File: src/rtl/gate_pkg.sv
// Shared opcode constants and FSM state encoding for the gate sweep unit.
package gate_pkg;

    localparam logic [2:0] GOP_AND  = 3'd0;
    localparam logic [2:0] GOP_OR   = 3'd1;
    localparam logic [2:0] GOP_XOR  = 3'd2;
    localparam logic [2:0] GOP_NAND = 3'd3;
    localparam logic [2:0] GOP_NOR  = 3'd4;
    localparam logic [2:0] GOP_XNOR = 3'd5;
    localparam logic [2:0] GOP_BUF  = 3'd6;
    localparam logic [2:0] GOP_NOT  = 3'd7;

    typedef enum logic [1:0] {
        ST_IDLE  = 2'd0,
        ST_SWEEP = 2'd1,
        ST_DONE  = 2'd2,
        ST_ABORT = 2'd3
    } state_t;

endpackage

File: src/rtl/gate_reduce.sv
// Combinational N-input reduction gate selected by a 3-bit opcode.
module gate_reduce
    import gate_pkg::*;
#(
    parameter int N_IN = 4
) (
    input  logic [2:0]      op,
    input  logic [N_IN-1:0] vec,
    output logic            y
);

    always_comb begin
        // NOTE: default first so every path assigns y and no latch is inferred.
        y = 1'b0;
        case (op)
            GOP_AND:  y = &vec;
            GOP_OR:   y = |vec;
            GOP_XOR:  y = ^vec;
            GOP_NAND: y = ~&vec;
            GOP_NOR:  y = ~|vec;
            GOP_XNOR: y = ~^vec;
            GOP_BUF:  y = vec[0];
            GOP_NOT:  y = ~vec[0];
        endcase
    end

endmodule

File: src/rtl/gate_sweep_unit.sv
// Self-exercising gate unit: sweeps all input vectors through one reduction gate
// and builds its truth table. Optional ones_count port via GATE_SWEEP_POPCOUNT_EN.
module gate_sweep_unit
    import gate_pkg::*;
#(
    parameter  int N_IN = 4,
    localparam int TT_W = 2 ** N_IN
) (
    input  logic            clk,
    input  logic            reset,
    input  logic            start,
    input  logic            abort,
    input  logic [2:0]      op,
    output logic            busy,
    output logic            done,
    output logic            vec_valid,
    output logic [N_IN-1:0] vec_out,
    output logic            res_out,
    output logic [TT_W-1:0] truth_table
`ifdef GATE_SWEEP_POPCOUNT_EN
    ,
    output logic [N_IN:0]   ones_count
`endif
);

    state_t          state;
    logic [2:0]      op_q;
    logic [N_IN-1:0] cnt;
    logic            y;

    gate_reduce #(.N_IN(N_IN)) u_reduce (
        .op  (op_q),
        .vec (cnt),
        .y   (y)
    );

    // NOTE: every register here is state, so all updates are non-blocking.
    always_ff @(posedge clk or posedge reset) begin
        if (reset) begin
            state       <= ST_IDLE;
            op_q        <= GOP_AND;
            cnt         <= '0;
            busy        <= 1'b0;
            done        <= 1'b0;
            vec_valid   <= 1'b0;
            vec_out     <= '0;
            res_out     <= 1'b0;
            truth_table <= '0;
`ifdef GATE_SWEEP_POPCOUNT_EN
            ones_count  <= '0;
`endif
        end else begin
            case (state)
                ST_IDLE: begin
                    if (start) begin
                        state       <= ST_SWEEP;
                        op_q        <= op;
                        cnt         <= '0;
                        truth_table <= '0;
                        busy        <= 1'b1;
`ifdef GATE_SWEEP_POPCOUNT_EN
                        ones_count  <= '0;
`endif
                    end
                end
                ST_SWEEP: begin
                    // Abort wins over the write, including on the final vector.
                    if (abort) begin
                        state     <= ST_ABORT;
                        busy      <= 1'b0;
                        vec_valid <= 1'b0;
                    end else begin
                        vec_out          <= cnt;
                        res_out          <= y;
                        truth_table[cnt] <= y;
                        vec_valid        <= 1'b1;
                        cnt              <= cnt + N_IN'(1);
`ifdef GATE_SWEEP_POPCOUNT_EN
                        ones_count       <= ones_count + (N_IN + 1)'(y);
`endif
                        if (cnt == '1) begin
                            state <= ST_DONE;
                            busy  <= 1'b0;
                            done  <= 1'b1;
                        end
                    end
                end
                ST_DONE: begin
                    state     <= ST_IDLE;
                    done      <= 1'b0;
                    vec_valid <= 1'b0;
                end
                default: begin
                    state <= ST_IDLE;
                end
            endcase
        end
    end

endmodule

File: config.mk
export PLATFORM = sky130hd
export DESIGN_NAME = gate_sweep_unit
export DESIGN_NICKNAME = d
export VERILOG_FILES = /design/src/rtl/gate_pkg.sv /design/src/rtl/gate_reduce.sv /design/src/rtl/gate_sweep_unit.sv
export SDC_FILE = /design/constraint.sdc
export NUM_CORES = 1
export LEC_CHECK = 0
export CAP_MARGIN = 10
export CORE_ASPECT_RATIO = 0.8
export CORE_MARGIN = 1
export CORE_UTILIZATION = 53
export CTS_CLUSTER_DIAMETER = 150
export DETAILED_ROUTE_END_ITERATION = 8
export MAX_ROUTING_LAYER = met4
export PLACE_DENSITY = 0.8
export SYNTH_ARGS = -nofsm -noshare
export SYNTH_HDL_FRONTEND = slang
export SYNTH_HIERARCHICAL = 1
export SYNTH_SLANG_ARGS = --single-unit
File: constraint.sdc
create_clock -name clk -period 2.9 [get_ports clk]
set_input_delay 0.87 -clock clk [delete_from_list [all_inputs] [get_ports clk]]
set_output_delay 0.87 -clock clk [all_outputs]
set_load 0.05 [all_outputs]
==> results.json, run 1 <==
{
  "synthCells": 183,
  "antenna_found_initial": 0,
  "fp-row-count": 18,
  "grt_pass1_vias": 1376,
  "post-route-period-util_pct": 83.71,
  "core-area_sq_mm": 0.003221,
  "cts_max_level": 2,
  "tightest_slew_ns": 0.6698,
  "root_buffer": "clkbuf_8",
  "clkLatencyLatePin_ns": 0.29,
  "ys_seq_elements": 33,
  "cp-start-kind": "flop",
  "power_mw": 2.241,
  "p_per_area_mw_per_mm2": 992.1,
  "tns_ns": 0,
  "muxShareOfSynthArea_pct": 5.902,
  "setup_viol": 0,
  "ioPinCount": 31,
  "place_area_sq_mm": 0.002176,
  "syn_area_per_cell_sq_um": 10.19,
  "slew-limit-headroom_pct": 55.35,
  "grt.total_usage_pct": 24.32,
  "arrival_ns": 2.60,
  "first_iter_violations": 63,
  "cts.sinks": 33,
  "synth_fa_ha_area_share_pct": 8.048,
  "wl_um": 3915,
  "synth-warning-count": 6,
  "final_net_count": 230,
  "fin_skew_ns": 0.006636,
  "portBuffers": 30,
  "gp_congestion": 0.8484,
  "first_pass_iters": 4,
  "worstSetupStartpoint": "cnt[0]$_DFFE_PP0P_",
  "outcome": "finished clean",
  "clkTransAtPathRegs_ns": 0.07,
  "endpoint_kind": "flop",
  "rr_startpoint": "cnt[0]$_DFFE_PP0P_",
  "final_cell_count_no_fill": 252,
  "syn_nets": 202,
  "post-cts-setup-buffers": 0,
  "syn_to_final_growth_pct": 21.06,
  "critPathSlowestCell": "dfrtp_1",
  "wl_met1_um": 1758,
  "cp.required_ns": 3.07,
  "layout-drive-gt1-share_pct": 10.38,
  "reg2reg_to": "truth_table[9]$_DFFE_PP0P_",
  "die_area_sq_mm": 0.003763,
  "path_cells": "inv_1 > ha_1 > xnor2_1 > or2b_1 > a221oi_2 > nor2_1 > nand3b_1 > nor2b_1 > a22o_1",
  "r2r_slack_ns": 0.47,
  "hold_violations": 0,
  "max-vdd-ir-drop_uv": 672.5,
  "num_antenna_cells": 0,
  "slowest_delay_ns": 0.50,
  "hold_class": "reg -> reg",
  "initial_core_util_pct": 57.93,
  "cts_hold_buf": 0,
  "avgViaCountPerCell": 5.802,
  "grt-ovfl-total": 0,
  "synth-xor-area-share_pct": 0.9390,
  "grt_pass1_wl_um": 6189,
  "wl_met2_um": 1910,
  "cp_max_fo": 8,
  "slew_violations": 0,
  "reg2regPathDepth": 9,
  "cts_tree": "done",
  "async_reset_ff_share_pct": 100.0,
  "synth-simple-area-share_pct": 13.21,
  "numCtsBuffers": 5,
  "synth_compound_area_share_pct": 21.86,
  "final_area_sq_mm": 0.002258,
  "holdWs_ns": 0.4928,
  "drc_errors": 0,
  "fin_crit_ns": 2.427,
  "max_freq_mhz": 412.0,
  "synth_ff_type": "dfrtp_1",
  "worst-path-stages": 9,
  "drtAntennaViolNets": 0,
  "crit_type": "reg -> reg",
  "synth_edf_count": 0,
  "wl_per_cell_um": 15.54,
  "die_w_um": 68.33,
  "cts_resized": 0,
  "critical-path-top-delay-family": "simple AND/OR/NAND/NOR gates",
  "maxUsedRoutingLayer": "met4",
  "dp_hpwl_um": 2838,
  "grt_setup_unrepaired": "no",
  "synth_cell_type_count": 38,
  "dp_cells": 244,
  "vias": 1462,
  "drv_cap": 0,
  "leakage_nw": 1.055,
  "synth_top_family_by_area": "compound AO/OA/AOI/OAI gates",
  "grt_max_degree": 34,
  "ys_seq_area_share_pct": 44.27,
  "cts_max_path_buffers": 2,
  "worst-path-buf-inv": 1,
  "dr_wl_met3_um": 171,
  "endpoint": "truth_table[9]$_DFFE_PP0P_",
  "die_height_um": 55.07,
  "syn-cell-area_sq_mm": 0.001866
}
placed cells by master, fill, tap and decap left out, types with 2 or more instances in the layout:
master,instances
a21o_1,18
a21oi_1,3
a22o_1,17
a311oi_1,2
buf_4,3
clkbuf_8,5
clkdlybuf4s50_1,30
clkinv_2,2
dfrtp_1,33
ha_1,12
inv_1,12
mux2_2,8
mux2i_1,2
nand2_1,24
nand2b_1,2
nand3_1,6
nor2_1,5
nor2b_1,5
o21ai_0,5
cell type report:
type / count / area (sq um)
Clock buffer: 6 / 72.57
Clock inverter: 2 / 10.01
Fill cell: 230 / 962.2
Tap cell: 40 / 50.05
Multi-Input combinational cell: 126 / 932.1
Timing Repair Buffer: 33 / 322.8
Inverter: 12 / 45.04
Sequential cell: 33 / 825.8
sequential cells by signal (all words and copies together), names as in the netlist:
| name | flops |
|---|---|
| state | 2 |
| vec_valid | 1 |
| done | 1 |
| truth_table | 16 |
| res_out | 1 |
| cnt | 4 |
| busy | 1 |
| op_q | 3 |
| vec_out | 4 |
worst min path at each step:
stage	depth (start not counted)	slack [ns]	endpoint	start
floorplan	1	0.51	state[1]$_DFFE_PP0P_	state[1]$_DFFE_PP0P_
detailed placement	2	0.48	vec_out[0]$_DFFE_PP0P_	vec_out[0]$_DFFE_PP0P_
CTS	2	0.49	vec_out[0]$_DFFE_PP0P_	vec_out[0]$_DFFE_PP0P_
global route	1	0.52	truth_table[2]$_DFFE_PP0P_	truth_table[2]$_DFFE_PP0P_
global placement	2	0.47	vec_out[1]$_DFFE_PP0P_	vec_out[1]$_DFFE_PP0P_
finish	2	0.49	vec_out[0]$_DFFE_PP0P_	vec_out[0]$_DFFE_PP0P_
metrics by stage:
step / util (%) / worst slack (ns)
3_5_place_dp: 67.56 / 0.3106
3_3_place_gp: 67.56 / 0.3794
5_1_grt: 70.12 / 0.2857
6_report: 70.12 / 0.4725
4_1_cts: 70.12 / 0.4529
2_1_floorplan: - / 0.7784
tightest hold or removal path, delay by kind of cell, from the launching register on:
kind / cells / cell delay, ns
DFF: 1 / 0.35
AOI/OAI and AO/OA: 1 / 0.06
and+or+nand+nor: 1 / 0.05
cell usage after synthesis (2+ instances only):
library cell | n | area share, %
clkbuf_1 | 2 | 0.40
dfrtp_1 | 33 | 44
mux2_2 | 8 | 4.8
ha_1 | 12 | 8.0
nand2_1 | 24 | 4.8
buf_1 | 3 | 0.60
buf_2 | 4 | 1.1
mux2i_1 | 2 | 1.1
nand3_1 | 6 | 1.6
a21oi_1 | 3 | 0.80
nor2_1 | 5 | 1.0
o21ai_0 | 5 | 1.3
a21o_1 | 18 | 7.2
nor2b_1 | 5 | 1.7
inv_1 | 12 | 2.4
a22o_1 | 17 | 8.0
nand2b_1 | 2 | 0.67
a311oi_1 | 2 | 0.94
power by group:
group	total (mW)	leakage, nW	internal (mW)	switching [mW]
clock network	0.333	0.0450	0.166	0.167
logic	1.23	0.570	0.491	0.739
registers	0.678	0.440	0.574	0.104
routing by layer:
metal  vias up  GRT usage (%)
li1        697              -
met1       710          27.84
met5         -              -
met3         9          5.533
met2        46          40.85
met4         0          11.46
logic make-up (layout without fill, tap and decap cells):
kind of cell	count (synthesis)	count (layout)
AO/OA/AOI/OAI	52	52
AND/OR/NAND/NOR	50	50
flip-flops	33	33
buffers and inverters	24	53
adder cells (fa/ha/maj)	12	12
multiplexers	10	10
XOR/XNOR	2	2
No activity file was read; power rests on OpenSTA's default activity.
==> run 2: changes to the inputs <==
- clock period: 2.9 -> 2.5 ns (I/O delays scaled with it)
==> run 2 against run 1 <==
Effect of this change: die area unchanged; power increased by 19%; clock power increased by 20%; flip-flop and latch count unchanged; combinational power increased by 22%; clock-buffer cell count increased by 1; largest power group unchanged.
==> results.json, run 2 (synthesized netlist as in run 1, its figures left out) <==
{
  "rr_startpoint": "cnt[0]$_DFFE_PP0P_",
  "reg2reg_to": "truth_table[5]$_DFFE_PP0P_",
  "drc_errors": 0,
  "slew-limit-headroom_pct": 56.14,
  "seqCellArea_sq_um": 825.8,
  "avgViaCountPerCell": 5.703,
  "multi_input_area_sq_um": 932.1,
  "p_per_area_mw_per_mm2": 1160,
  "post-route-period-util_pct": 90.17,
  "post-cts-setup-buffers": 0,
  "cts_resized": 0,
  "critPathSlowestCell": "dfrtp_1",
  "first_pass_iters": 4,
  "r2r_slack_ns": 0.25,
  "reg2regPathDepth": 8,
  "die_height_um": 55.07,
  "tightest_slew_ns": 0.6579,
  "layout-drive-gt1-share_pct": 12.04,
  "gp_congestion": 0.7996,
  "dp_hpwl_um": 2806,
  "drtAntennaViolNets": 0,
  "arrival_ns": 2.47,
  "syn_to_final_growth_pct": 23.27,
  "cts_max_level": 2,
  "cts_tree": "done",
  "antenna_found_initial": 0,
  "largestRegisters": "truth_table: 16 flops, cnt: 4 flops, vec_out: 4 flops",
  "worstSetupStartpoint": "cnt[0]$_DFFE_PP0P_",
  "grt_pass1_vias": 1337,
  "fin_skew_ns": 0.003453,
  "root_buffer": "clkbuf_8",
  "cp.required_ns": 2.72,
  "regMostFlops": "truth_table",
  "clkTransAtPathRegs_ns": 0.06,
  "final_net_count": 235,
  "fp-row-count": 18,
  "slew_violations": 0,
  "setup_viol": 0,
  "leakage_nw": 1.078,
  "cts.sinks": 33,
  "die_w_um": 68.33,
  "wl_um": 3935,
  "grt_max_degree": 34,
  "numCtsBuffers": 5,
  "path_cells": "buf_4 > ha_1 > a311oi_1 > a221oi_2 > nor2_1 > nand3b_1 > nor3b_2 > a22o_1",
  "tns_ns": 0,
  "wl_per_cell_um": 15.37,
  "endpoint": "truth_table[5]$_DFFE_PP0P_",
  "max_freq_mhz": 443.6,
  "power_mw": 2.668,
  "final_common_cell": "dfrtp_1",
  "core-area_sq_mm": 0.003221,
  "ioPinCount": 31,
  "initial_core_util_pct": 57.93,
  "max-vdd-ir-drop_uv": 833.2,
  "clkLatencyLatePin_ns": 0.28,
  "fill_cells": 236,
  "outcome": "finished clean",
  "endpoint_kind": "flop",
  "cp_max_fo": 7,
  "cts_hold_buf": 0,
  "grt_pass1_wl_um": 6299,
  "hold_violations": 0,
  "first_iter_violations": 113,
  "grt.total_usage_pct": 24.63,
  "slowest_delay_ns": 0.38,
  "grt_setup_unrepaired": "no",
  "crit_type": "reg -> reg",
  "vias": 1460,
  "cts_max_path_buffers": 2,
  "portBuffers": 30,
  "largest_register_ffs": 16,
  "fin_crit_ns": 2.254,
  "num_antenna_cells": 0,
  "layout_common_cells": "dfrtp_1 (33), clkdlybuf4s50_1 (30), nand2_1 (24)",
  "grt-ovfl-total": 0,
  "die_area_sq_mm": 0.003763,
  "cp-start-kind": "flop",
  "hold_class": "reg -> reg",
  "drv_cap": 0
}
## run 2: through the flow
stage	setup slack, ns	area (sq um)	hold WS (ns)	util [%]	instances
CTS	0.2526	2300	0.4925	71.41	256
global route	0.05070	2300	0.5166	71.41	256
global placement	0.2357	2213	0.4652	68.73	249
finish	0.2457	2300	0.4842	71.41	256
detailed placement	0.1774	2213	0.4784	68.73	249
floorplan	0.3784	1866	0.5075	-	183
## run 2: how the worst min path moves through the flow
| stage | start | end | slack (ns) | cells after the start |
|---|---|---|---|---|
| floorplan | state[1]$_DFFE_PP0P_ | state[1]$_DFFE_PP0P_ | 0.51 | 1 |
| global placement | vec_out[1]$_DFFE_PP0P_ | vec_out[1]$_DFFE_PP0P_ | 0.47 | 2 |
| detailed placement | vec_out[1]$_DFFE_PP0P_ | vec_out[1]$_DFFE_PP0P_ | 0.48 | 2 |
| CTS | vec_out[1]$_DFFE_PP0P_ | vec_out[1]$_DFFE_PP0P_ | 0.49 | 2 |
| global route | vec_out[0]$_DFFE_PP0P_ | vec_out[0]$_DFFE_PP0P_ | 0.52 | 2 |
| finish | vec_out[1]$_DFFE_PP0P_ | vec_out[1]$_DFFE_PP0P_ | 0.48 | 2 |
## run 2: worst max-delay path: cells and delay by family (launching register included)
family | cells | cell delay, ns
AO/OA/AOI/OAI | 3 | 0.64
adder cells (fa/ha/maj) | 1 | 0.21
buffers and inverters | 1 | 0.16
flip-flops | 1 | 0.38
AND/OR/NAND/NOR | 3 | 0.79
## run 2: final cells by class
cell class,count,area share (%)
multi-input combinational,126,40.53
sequential,33,35.91
timing repair buffer,38,15.67
clock buffer,7,3.754
tap,40,2.176
inverter,12,1.959
## run 2: where the power goes
group / switching [mW] / leakage [nW] / internal, mW
Sequential: 0.104 / 0.440 / 0.666
Combinational: 0.886 / 0.594 / 0.613
Clock: 0.180 / 0.0443 / 0.218
Total: 1.17 / 1.08 / 1.50
## run 2: routing by layer
layer / up-vias / GRT usage [%] / share of wire [%]
met2: 49 / 37.58 / 45
met4: 0 / 9.722 / 1.7
met5: - / - / 0
met3: 9 / 5.533 / 4.4
met1: 694 / 31.89 / 49
li1: 708 / - / -
==> run 3: changes to the inputs <==
- PLACE_DENSITY: 0.8 -> 0.9
==> run 3 against run 2 <==
Effect of this change: utilization increased by 0.27 points; critical path depth up 2; sequential share of layout area down 0.14 points; register-to-register slack got worse by 0.11 ns; power rose by 1.2%; wire length is 2.4% higher; setup slack worse by 0.11 ns; clock power up 11%; combinational power barely moved; hold slack improved by 0.015 ns; critical path type unchanged; largest cell class unchanged.
==> results.json, run 3 (synthesized netlist as in run 1, its figures left out) <==
{
  "layout-drive-gt1-share_pct": 12.56,
  "cts.sinks": 33,
  "num_antenna_cells": 0,
  "cts_tree": "done",
  "grt-ovfl-total": 0,
  "dp_slack_ns": 0.05702,
  "clkPwrFrac_pct": 16.3,
  "outcome": "finished clean",
  "ioPinCount": 31,
  "die_w_um": 68.33,
  "cts_max_level": 2,
  "largest_register_ffs": 16,
  "core-area_sq_mm": 0.003221,
  "reg2regPathDepth": 10,
  "antenna_found_initial": 0,
  "wl_per_cell_um": 15.80,
  "slowest_delay_ns": 0.48,
  "setup_viol": 0,
  "arrival_ns": 2.54,
  "comb_power_share_pct": 55.1,
  "clkTransAtPathRegs_ns": 0.07,
  "seqPwrFrac_pct": 28.6,
  "first_iter_violations": 64,
  "cp_max_fo": 7,
  "path_cells": "inv_1 > ha_1 > xnor2_1 > or2b_1 > a221oi_2 > nor2_1 > nand3b_1 > buf_4 > nor2b_2 > a22o_1",
  "tns_ns": 0,
  "setup_ws_ns": 0.1356,
  "hold_class": "reg -> reg",
  "post-route-period-util_pct": 94.58,
  "swShare_pct": 44.19,
  "cp-start-kind": "flop",
  "slew_violations": 0,
  "grt.total_usage_pct": 26.00,
  "drv_cap": 0,
  "layout_common_cells": "dfrtp_1 (33), clkdlybuf4s50_1 (30), nand2_1 (24)",
  "leakage_nw": 1.078,
  "cts_max_path_buffers": 2,
  "holdWs_ns": 0.4990,
  "regMostFlops": "truth_table",
  "largestRegisters": "truth_table: 16 flops, cnt: 4 flops, vec_out: 4 flops",
  "fp-row-count": 18,
  "final_net_count": 233,
  "multi_input_area_sq_um": 940.9,
  "first_pass_iters": 4,
  "die_height_um": 55.07,
  "slew-limit-headroom_pct": 55.44,
  "p_sw_mw": 1.194,
  "final_common_cell": "dfrtp_1",
  "cts_hold_buf": 0,
  "initial_core_util_pct": 57.93,
  "vias": 1473,
  "cp.required_ns": 2.67,
  "hold_violations": 0,
  "grt_max_degree": 34,
  "fin_crit_ns": 2.364,
  "max_freq_mhz": 422.9,
  "fill_cells": 229,
  "drc_errors": 0,
  "grt_pass1_vias": 1438,
  "tightest_slew_ns": 0.6685,
  "endpoint_kind": "flop",
  "clkLatencyLatePin_ns": 0.29,
  "gp_congestion": 0.7788,
  "grt_pass1_wl_um": 6720,
  "numCtsBuffers": 5,
  "critPathSlowestCell": "dfrtp_1",
  "dp_hpwl_um": 2881,
  "drtAntennaViolNets": 0,
  "wl_um": 4029,
  "die_area_sq_mm": 0.003763,
  "avgViaCountPerCell": 5.776,
  "hold_depth": 2,
  "seqCellArea_sq_um": 825.8,
  "grt_setup_unrepaired": "no",
  "internal-power_mw": 1.507,
  "root_buffer": "clkbuf_8",
  "syn_to_final_growth_pct": 23.74,
  "portBuffers": 30,
  "crit_type": "reg -> reg",
  "p_per_area_mw_per_mm2": 1170,
  "fin_skew_ns": 0.001452,
  "max-vdd-ir-drop_uv": 762.8
}
==> run 3: changes by cell type in the layout (fill, tap and decap cells not counted) <==
cell	before	now
nor2b_1	5	4
nor3b_4	0	1
clkinv_2	0	1
clkbuf_8	6	7
nor2b_2	0	1
clkbuf_1	1	0
buf_4	8	6
nor3b_2	1	0
==> run 3: repair_timing <==
item | CTS | global route
endpoints found under the setup margin | 0 | 6
gates resized for setup | 0 | 2
buffers inserted | 0 | 1
==> run 3: metrics by stage <==
step	total power, mW	instance area [sq um]	cells	utilization, %
3_3_place_gp	2.154	2191	246	68.03
5_1_grt	2.875	2308	255	71.68
4_1_cts	2.690	2292	254	71.17
3_5_place_dp	2.233	2191	246	68.03
6_report	2.701	2308	255	71.68
2_1_floorplan	1.889	1866	183	-
==> run 3: power by group through the flow <==
stage | Clock [mW] | Sequential [mW] | Combinational, mW
5_1_grt | 0.473 | 0.793 | 1.61
3_5_place_dp | 0 | 0.781 | 1.45
4_1_cts | 0.450 | 0.772 | 1.47
6_report | 0.441 | 0.772 | 1.49
2_1_floorplan | 0 | 1.02 | 0.865
3_3_place_gp | 0 | 0.770 | 1.38
==> run 3: final timing paths <==
check / slack [ns] / start / end
hold reg to reg: 0.50 / vec_out[1]$_DFFE_PP0P_ / vec_out[1]$_DFFE_PP0P_
hold / removal: 0.50 / vec_out[1]$_DFFE_PP0P_ / vec_out[1]$_DFFE_PP0P_
setup / recovery: 0.14 / cnt[1]$_DFFE_PP0P_ / truth_table[9]$_DFFE_PP0P_
setup reg to reg: 0.14 / cnt[1]$_DFFE_PP0P_ / truth_table[9]$_DFFE_PP0P_
max in group asynchronous: 1.33 / reset / vec_out[0]$_DFFE_PP0P_
min in group asynchronous: 0.87 / reset / vec_valid$_DFFE_PP0P_
==> run 3: per-layer routing <==
metal / up-vias / global-route usage (%) / wire length (um)
met4: 0 / 6.250 / 42
met1: 723 / 31.46 / 1806
li1: 703 / - / -
met5: - / - / 0
met2: 42 / 42.97 / 1943
met3: 5 / 7.787 / 236
==> run 3: area by class of cell <==
cell class | instances | share of cell area [%]
tap | 40 | 2.168
clock inverter | 1 | 0.2168
sequential | 33 | 35.77
inverter | 12 | 1.951
timing repair buffer | 36 | 14.96
multi-input combinational | 126 | 40.76
clock buffer | 7 | 4.173
==> run 3: worst max-delay path, delay by kind of cell, from the launching register on <==
kind	cells	cell delay, ns
simple gates	4	0.59
flops	1	0.48
compound gates	2	0.47
fa+ha+maj	1	0.29
buf+inv	2	0.22
xor+xnor	1	0.20
